--- config.mk ---
export PLATFORM = sky130hd
export DESIGN_NAME = uart_tx_frame
export DESIGN_NICKNAME = d
export VERILOG_FILES = /design/src/rtl/uart_tx_frame.sv
export SDC_FILE = /design/constraint.sdc
export NUM_CORES = 1
export LEC_CHECK = 0
export ABC_AREA = 1
export CAP_MARGIN = 0
export CORE_MARGIN = 4
export CORE_UTILIZATION = 59
export DETAILED_ROUTE_END_ITERATION = 10
export PLACE_DENSITY = 0.84
export SYNTH_ARGS = -nofsm -noshare
export SYNTH_HDL_FRONTEND = slang
export SYNTH_SLANG_ARGS = --single-unit
--- constraint.sdc ---
create_clock -name clk_in -period 3.6 [get_ports clk_in]
set_input_delay 0.54 -clock clk_in [delete_from_list [all_inputs] [get_ports clk_in]]
set_output_delay 0.54 -clock clk_in [all_outputs]
set_load 0.03 [all_outputs]
--- src/rtl/uart_tx_frame.sv ---
// uart_tx_frame: parametrised UART transmitter.
// Frame: start bit, DATA_BITS data bits (LSB first), optional parity bit chosen per frame,
// STOP_BITS stop bits. Bit timing advances only on cycles where tick_in is high.
// Optional feature: define UART_TX_BREAK_EN to add the break_in port (line break from IDLE).
module uart_tx_frame #(
   parameter int unsigned DATA_BITS    = 8,
   parameter int unsigned STOP_BITS    = 1,
   parameter int unsigned OVERSAMPLING = 16
) (
   input  logic                 clk_in,
   input  logic                 rst,
   input  logic                 tick_in,
   input  logic                 valid_in,
   input  logic [DATA_BITS-1:0] data_in,
   input  logic [1:0]           parity_in,
`ifdef UART_TX_BREAK_EN
   input  logic                 break_in,
`endif
   output logic                 ready_out,
   output logic                 busy_out,
   output logic                 tx
);

   localparam int unsigned TickW = $clog2(OVERSAMPLING * STOP_BITS);
   localparam int unsigned BitW  = $clog2(DATA_BITS);

   localparam logic [TickW-1:0] BitTerm  = TickW'(OVERSAMPLING - 1);
   localparam logic [TickW-1:0] StopTerm = TickW'(OVERSAMPLING * STOP_BITS - 1);
   localparam logic [BitW-1:0]  LastBit  = BitW'(DATA_BITS - 1);

   typedef enum logic [2:0] {StIdle, StStart, StData, StParity, StStop} state_e;

   state_e               state_q;
   logic [TickW-1:0]     tick_cnt_q;
   logic [BitW-1:0]      bit_cnt_q;
   logic [DATA_BITS-1:0] shreg_q;
   logic                 par_en_q;
   logic                 par_bit_q;

   logic brk;
   logic accept;
   logic tick_last;
   logic par_calc;

`ifdef UART_TX_BREAK_EN
   assign brk = break_in;
`else
   assign brk = 1'b0;
`endif

   // Handshake, terminal-count detect and parity of the word being offered.
   always_comb begin
      accept    = valid_in & ready_out & ~brk;
      tick_last = tick_in &&
                  (tick_cnt_q == ((state_q == StStop) ? StopTerm : BitTerm));
      unique case (parity_in)
         2'b01:   par_calc = ~^data_in;
         2'b10:   par_calc = ^data_in;
         2'b11:   par_calc = 1'b1;
         default: par_calc = 1'b0;
      endcase
   end

   // Frame FSM with registered line and handshake outputs.
   always_ff @(posedge clk_in or posedge rst) begin
      if (rst) begin
         state_q    <= StIdle;
         tick_cnt_q <= '0;
         bit_cnt_q  <= '0;
         shreg_q    <= '0;
         par_en_q   <= 1'b0;
         par_bit_q  <= 1'b0;
         tx         <= 1'b1;
         ready_out  <= 1'b0;
         busy_out   <= 1'b0;
      end else begin
         case (state_q)
            StIdle: begin
               if (brk) begin
                  tx        <= 1'b0;
                  ready_out <= 1'b0;
               end else if (accept) begin
                  shreg_q    <= data_in;
                  par_en_q   <= |parity_in;
                  par_bit_q  <= par_calc;
                  tick_cnt_q <= '0;
                  bit_cnt_q  <= '0;
                  tx         <= 1'b0;
                  ready_out  <= 1'b0;
                  busy_out   <= 1'b1;
                  state_q    <= StStart;
               end else begin
                  tx        <= 1'b1;
                  ready_out <= 1'b1;
               end
            end
            StStart, StData, StParity, StStop: begin
               if (tick_in) begin
                  if (tick_last) begin
                     tick_cnt_q <= '0;
                     case (state_q)
                        StStart: begin
                           tx      <= shreg_q[0];
                           state_q <= StData;
                        end
                        StData: begin
                           if (bit_cnt_q == LastBit) begin
                              if (par_en_q) begin
                                 tx      <= par_bit_q;
                                 state_q <= StParity;
                              end else begin
                                 tx      <= 1'b1;
                                 state_q <= StStop;
                              end
                           end else begin
                              shreg_q   <= shreg_q >> 1;
                              tx        <= shreg_q[1];
                              bit_cnt_q <= bit_cnt_q + 1'b1;
                           end
                        end
                        StParity: begin
                           tx      <= 1'b1;
                           state_q <= StStop;
                        end
                        default: begin
                           // End of stop bits: ready again at the same edge.
                           tx        <= 1'b1;
                           ready_out <= 1'b1;
                           busy_out  <= 1'b0;
                           state_q   <= StIdle;
                        end
                     endcase
                  end else begin
                     tick_cnt_q <= tick_cnt_q + 1'b1;
                  end
               end
            end
            default: state_q <= StIdle;
         endcase
      end
   end

endmodule
# After elaboration in Yosys (flattened, before gate mapping)
# Cells that the tools add are included.
# totals
reg_bits	23
in_bits	14
wordCells	83
# op_classes
add_sub_neg	2
n_eq_ne	16
muxes	40
bitwise	1
n_reduce_logical	15
# ops
operator	n
2-to-1 mux 8 bit	5
2-to-1 mux 3 bit	10
one-hot mux 8 bit (2 select lines)	1
2-to-1 mux 1 bit	12
2-to-1 mux 4 bit	3
!= test 2 bit (second input constant)	6
one-hot mux 3 bit (2 select lines)	2
one-hot mux 3 bit (3 select lines)	1
one-hot mux 1 bit (2 select lines)	4
one-hot mux 4 bit (2 select lines)	1
AND reduction 4 bit	2
XNOR reduction 8 bit	1
XOR reduction 8 bit	1
== test 3 x 2 -> 1 bit (second input constant)	2
== test 3 bit (second input constant)	2
AND reduction 3 bit	2
AND reduction 6 bit	1
AND reduction 5 bit	1
adder 4 x 1 -> 4 bit (second input constant)	1
== test 2 bit (second input constant)	2
== test 4 bit (second input constant)	1
OR reduction 4 bit	1
adder 3 x 1 -> 3 bit (second input constant)	1
== test 3 x 1 -> 1 bit (second input constant)	1
other kinds (10)	10

# Logic depth before layout (Yosys ltp)
# logic_depth
depth_word	6
ltp_mapped	10
ltp_nobuf	10

# Worst setup path before layout
# OpenSTA, ideal clock, no wires.
# synth_path
path_type	input-to-reg
from	in tick_in
to	reg shreg_q[0]
arrival_ns	1.320
required_time_ns	3.484
path_slack_ns	2.163
cell_stages	8
cell_sequence	inv_1 > nor3_2 > nor2_1 > inv_2 > nand3_4 > buf_6 > nand2_1 > nand2_1
# synth_via
elab_chain_len	3
elab_cells_between_ends	4
classes_between	eq/ne (2); reduce/logical (2)
# synth_lines
element	line_no	rtl
start, declared	12	input logic tick_in,
logical AND 1 bit	54	tick_last = tick_in &&
!= test 2 bit (no source line)	n/a	
AND reduction 6 bit (no source line) (*)	n/a	
end signal, assigned	83	shreg_q <= data_in;
end signal, assigned	116	shreg_q <= shreg_q >> 1;
end, declared	36	logic [DATA_BITS-1:0] shreg_q;
# Every way passes the cells marked *; elsewhere a longest branch is shown, timed or not.
# A chain may end at the register's enable or synchronous reset.

# Final worst setup path
# layout_path
from	reg tx
to	out tx
# layout_lines
element	line_no	rtl
start, declared	21	output logic tx
start signal, assigned	103	tx <= shreg_q[0];
start signal, assigned	109	tx <= par_bit_q;
start signal, assigned	117	tx <= shreg_q[1];
# No word-level cell between the ends.

==> reports/metrics.yaml <==
cts_hold_buf: 0
min-delay-path-class: "reg -> reg"
power_density_nw_per_um2: 796
post_drt_wl_per_cell_um: 11.6
root_buffer: "clkbuf_4"
cts_buffer_depth: 2
fin_skew_ps: 13.8
crit_start: "tx"
crit_fanout: 2
rsz0062_at_grt: "false"
cp.required_ps: 3060
io_pins: 17
grt_usage: 0.195
postRouteAntennaNets: 0
drtIter0Drc: 29
grt_pass1_vias: 1315
post-dp-hpwl_um: 2360
pwr-share-comb: 0.578
synth-edff-count: 0
dieWidth_um: 58.1
cts_resized: 0
syn_avg_cell_area_um2: 6.98
synth.yosys.seq_area_share: 0.390
synth_cells: 212
drt_pre_antenna_iters: 4
wl_um: 2980
drv_cap: 0
die_h_um: 58.1
met3_length_um: 91
synthArstFlopShare: 1.00
fin_tns_setup_ps: 0
critPathKind: "reg -> out"
area_delta_synth_final_pct: 13.5
final_area_um2: 1680
arrival_ps: 1530
syn_area_um2: 1480
path_clk_slew_ps: 130
hold_violations: 0
holdCritStartpoint: "tx"
finalCritPeriodShare: 0.576
swShare: 0.500
ys_ff_latch: 23
met1Wirelength_um: 1280
dp.cells: 254
via_count: 1339
vias_per_cell: 5.19
start_kind: "register"
peakVddDrop_v: 0.000487
cts_tree: "built"
postCtsSetupBuffers: 0
critPathMaxStageDelay_ps: 660
h-tree-depth: 1
nets: 248
yosysWarnings: 0
numCtsBuffers: 3
synth_flop_cell: "dfrtp_1"
cp.buffers_inverters: 1
slew_headroom: 0.432
cts.sinks: 23
p_leak_uw: 0.000888
grt_max_degree: 24
max_freq_ghz: 0.483
dr_wl_met2_um: 1470
insertion_delay_ps: 320
synth_cell_type_count: 28
cpMaxStageDelayCell: "clkdlybuf4s50_1"
coreArea_um2: 2300
antenna_cells: 0
tightest_slew_ps: 852
core.rowCount: 17
p_int_uw: 667
portBuffers: 16
totalPowerFinal_uw: 1330
die-area_um2: 3370
postPlaceCellArea_um2: 1650
cp-end-kind: "primary output"
pwr-share-clk: 0.091
cp_top_family: "buffers and inverters"
grt-ovfl-total: 0
r2r-start: "state_q[2]"
setup_viol: 0
syn_nets: 229
antenna_found_initial: 0
initial_utilization: 0.644
period_minus_slack_ps: 2070
gp_congestion: 0.904
fillCellCount: 180
drc: 0
grt_pass1_wl_um: 5090
layout-drive-gt1-share: 0.0957
net-switching-power_uw: 668
slew_viol_final: 0
crit_chain: "clkdlybuf4s50_1"
status: "completed"
layoutNonFillerInstCount: 258
top_layer: "met4"
seqPwrFrac: 0.331
-- through the flow --
stage	utilization	setup WS [ps]	hold slack, ps
after floorplan	-	2160	444
after global routing	0.730	1500	503
after CTS	0.730	1520	488
final	0.730	1530	486
after detailed placement	0.719	1450	468
after global placement	0.719	1570	458
-- cell usage after synthesis (2+ instances only) --
master	n	share of area
o21ai_0	11	0.037
nand2_1	93	0.24
nand3_1	7	0.024
inv_1	26	0.066
ha_1	3	0.025
o21ai_1	13	0.044
dfrtp_1	22	0.37
nor2_1	9	0.023
buf_6	2	0.015
nor3_1	2	0.0068
o21ai_2	3	0.018
inv_2	4	0.010
nand2_2	2	0.0085
-- path summary, 6_finish.rpt --
kind                                  to  slack, ps  cells past startpoint
hold / removal                        tx        490                      2
setup reg to reg              shreg_q[2]       1880                     10
max in group asynchronous     shreg_q[4]       2390                      2
min in group asynchronous  tick_cnt_q[3]        680                      2
setup / recovery                      tx       1530                      1
hold reg to reg                       tx        490                      2
-- tightest hold or removal path, delay by kind of cell, from the launching register on --
family	cells	cell delay, ps
AOI/OAI and AO/OA	1	60
DFF	1	390
and+or+nand+nor	1	50
-- cells in the final DEF, fill, tap and decap left out, types with 2 or more instances in the layout --
cell type / netlist / final
dfrtp_1: 22 / 22
inv_1: 26 / 26
o21ai_2: 3 / 3
nand2_1: 93 / 93
o21ai_1: 13 / 13
nor2_1: 9 / 9
inv_2: 4 / 4
o21ai_0: 11 / 11
nand3_1: 7 / 7
ha_1: 3 / 3
nor3_1: 2 / 2
clkbuf_4: 0 / 3
clkdlybuf4s50_1: 0 / 16
nand2_2: 2 / 2
-- power groups by stage --
stage	registers, uW	logic [uW]	clock network [uW]
2_1_floorplan	461	600	0
3_3_place_gp	440	736	0
3_5_place_dp	444	770	0
4_1_cts	439	777	120
5_1_grt	452	864	129
6_report	442	772	121
-- kinds of logic (layout without fill, tap and decap cells) --
family / after synthesis / in the layout / share of synthesized area
xor+xnor: 1 / 1 / 0.00592
fa+ha+maj: 3 / 3 / 0.0254
buf+inv: 33 / 51 / 0.0973
simple gates: 122 / 122 / 0.362
flops: 23 / 23 / 0.390
compound gates: 30 / 30 / 0.119
-- cell type report --
class	instances	area [um2]	share of cell area
inverters	31	121	0.0723
clock buffers	4	26.3	0.0157
well taps	28	35.0	0.0209
flip-flops and latches	23	577	0.344
multi-input cells	156	758	0.452
repair buffers	16	160	0.0955
-- flip-flops by register name, summed over array words and instances, names as in the netlist --
name,count
bit_cnt_q,3
busy_out,1
par_bit_q,1
par_en_q,1
ready_out,1
shreg_q,8
state_q,3
tick_cnt_q,4
tx,1
-- layer usage --
metal,global-route usage,up-vias
met4,0.142,0
met2,0.342,33
li1,-,697
met3,0.0134,15
met5,0,-
met1,0.221,594
Note: power is estimated with default switching activity, not from simulation.
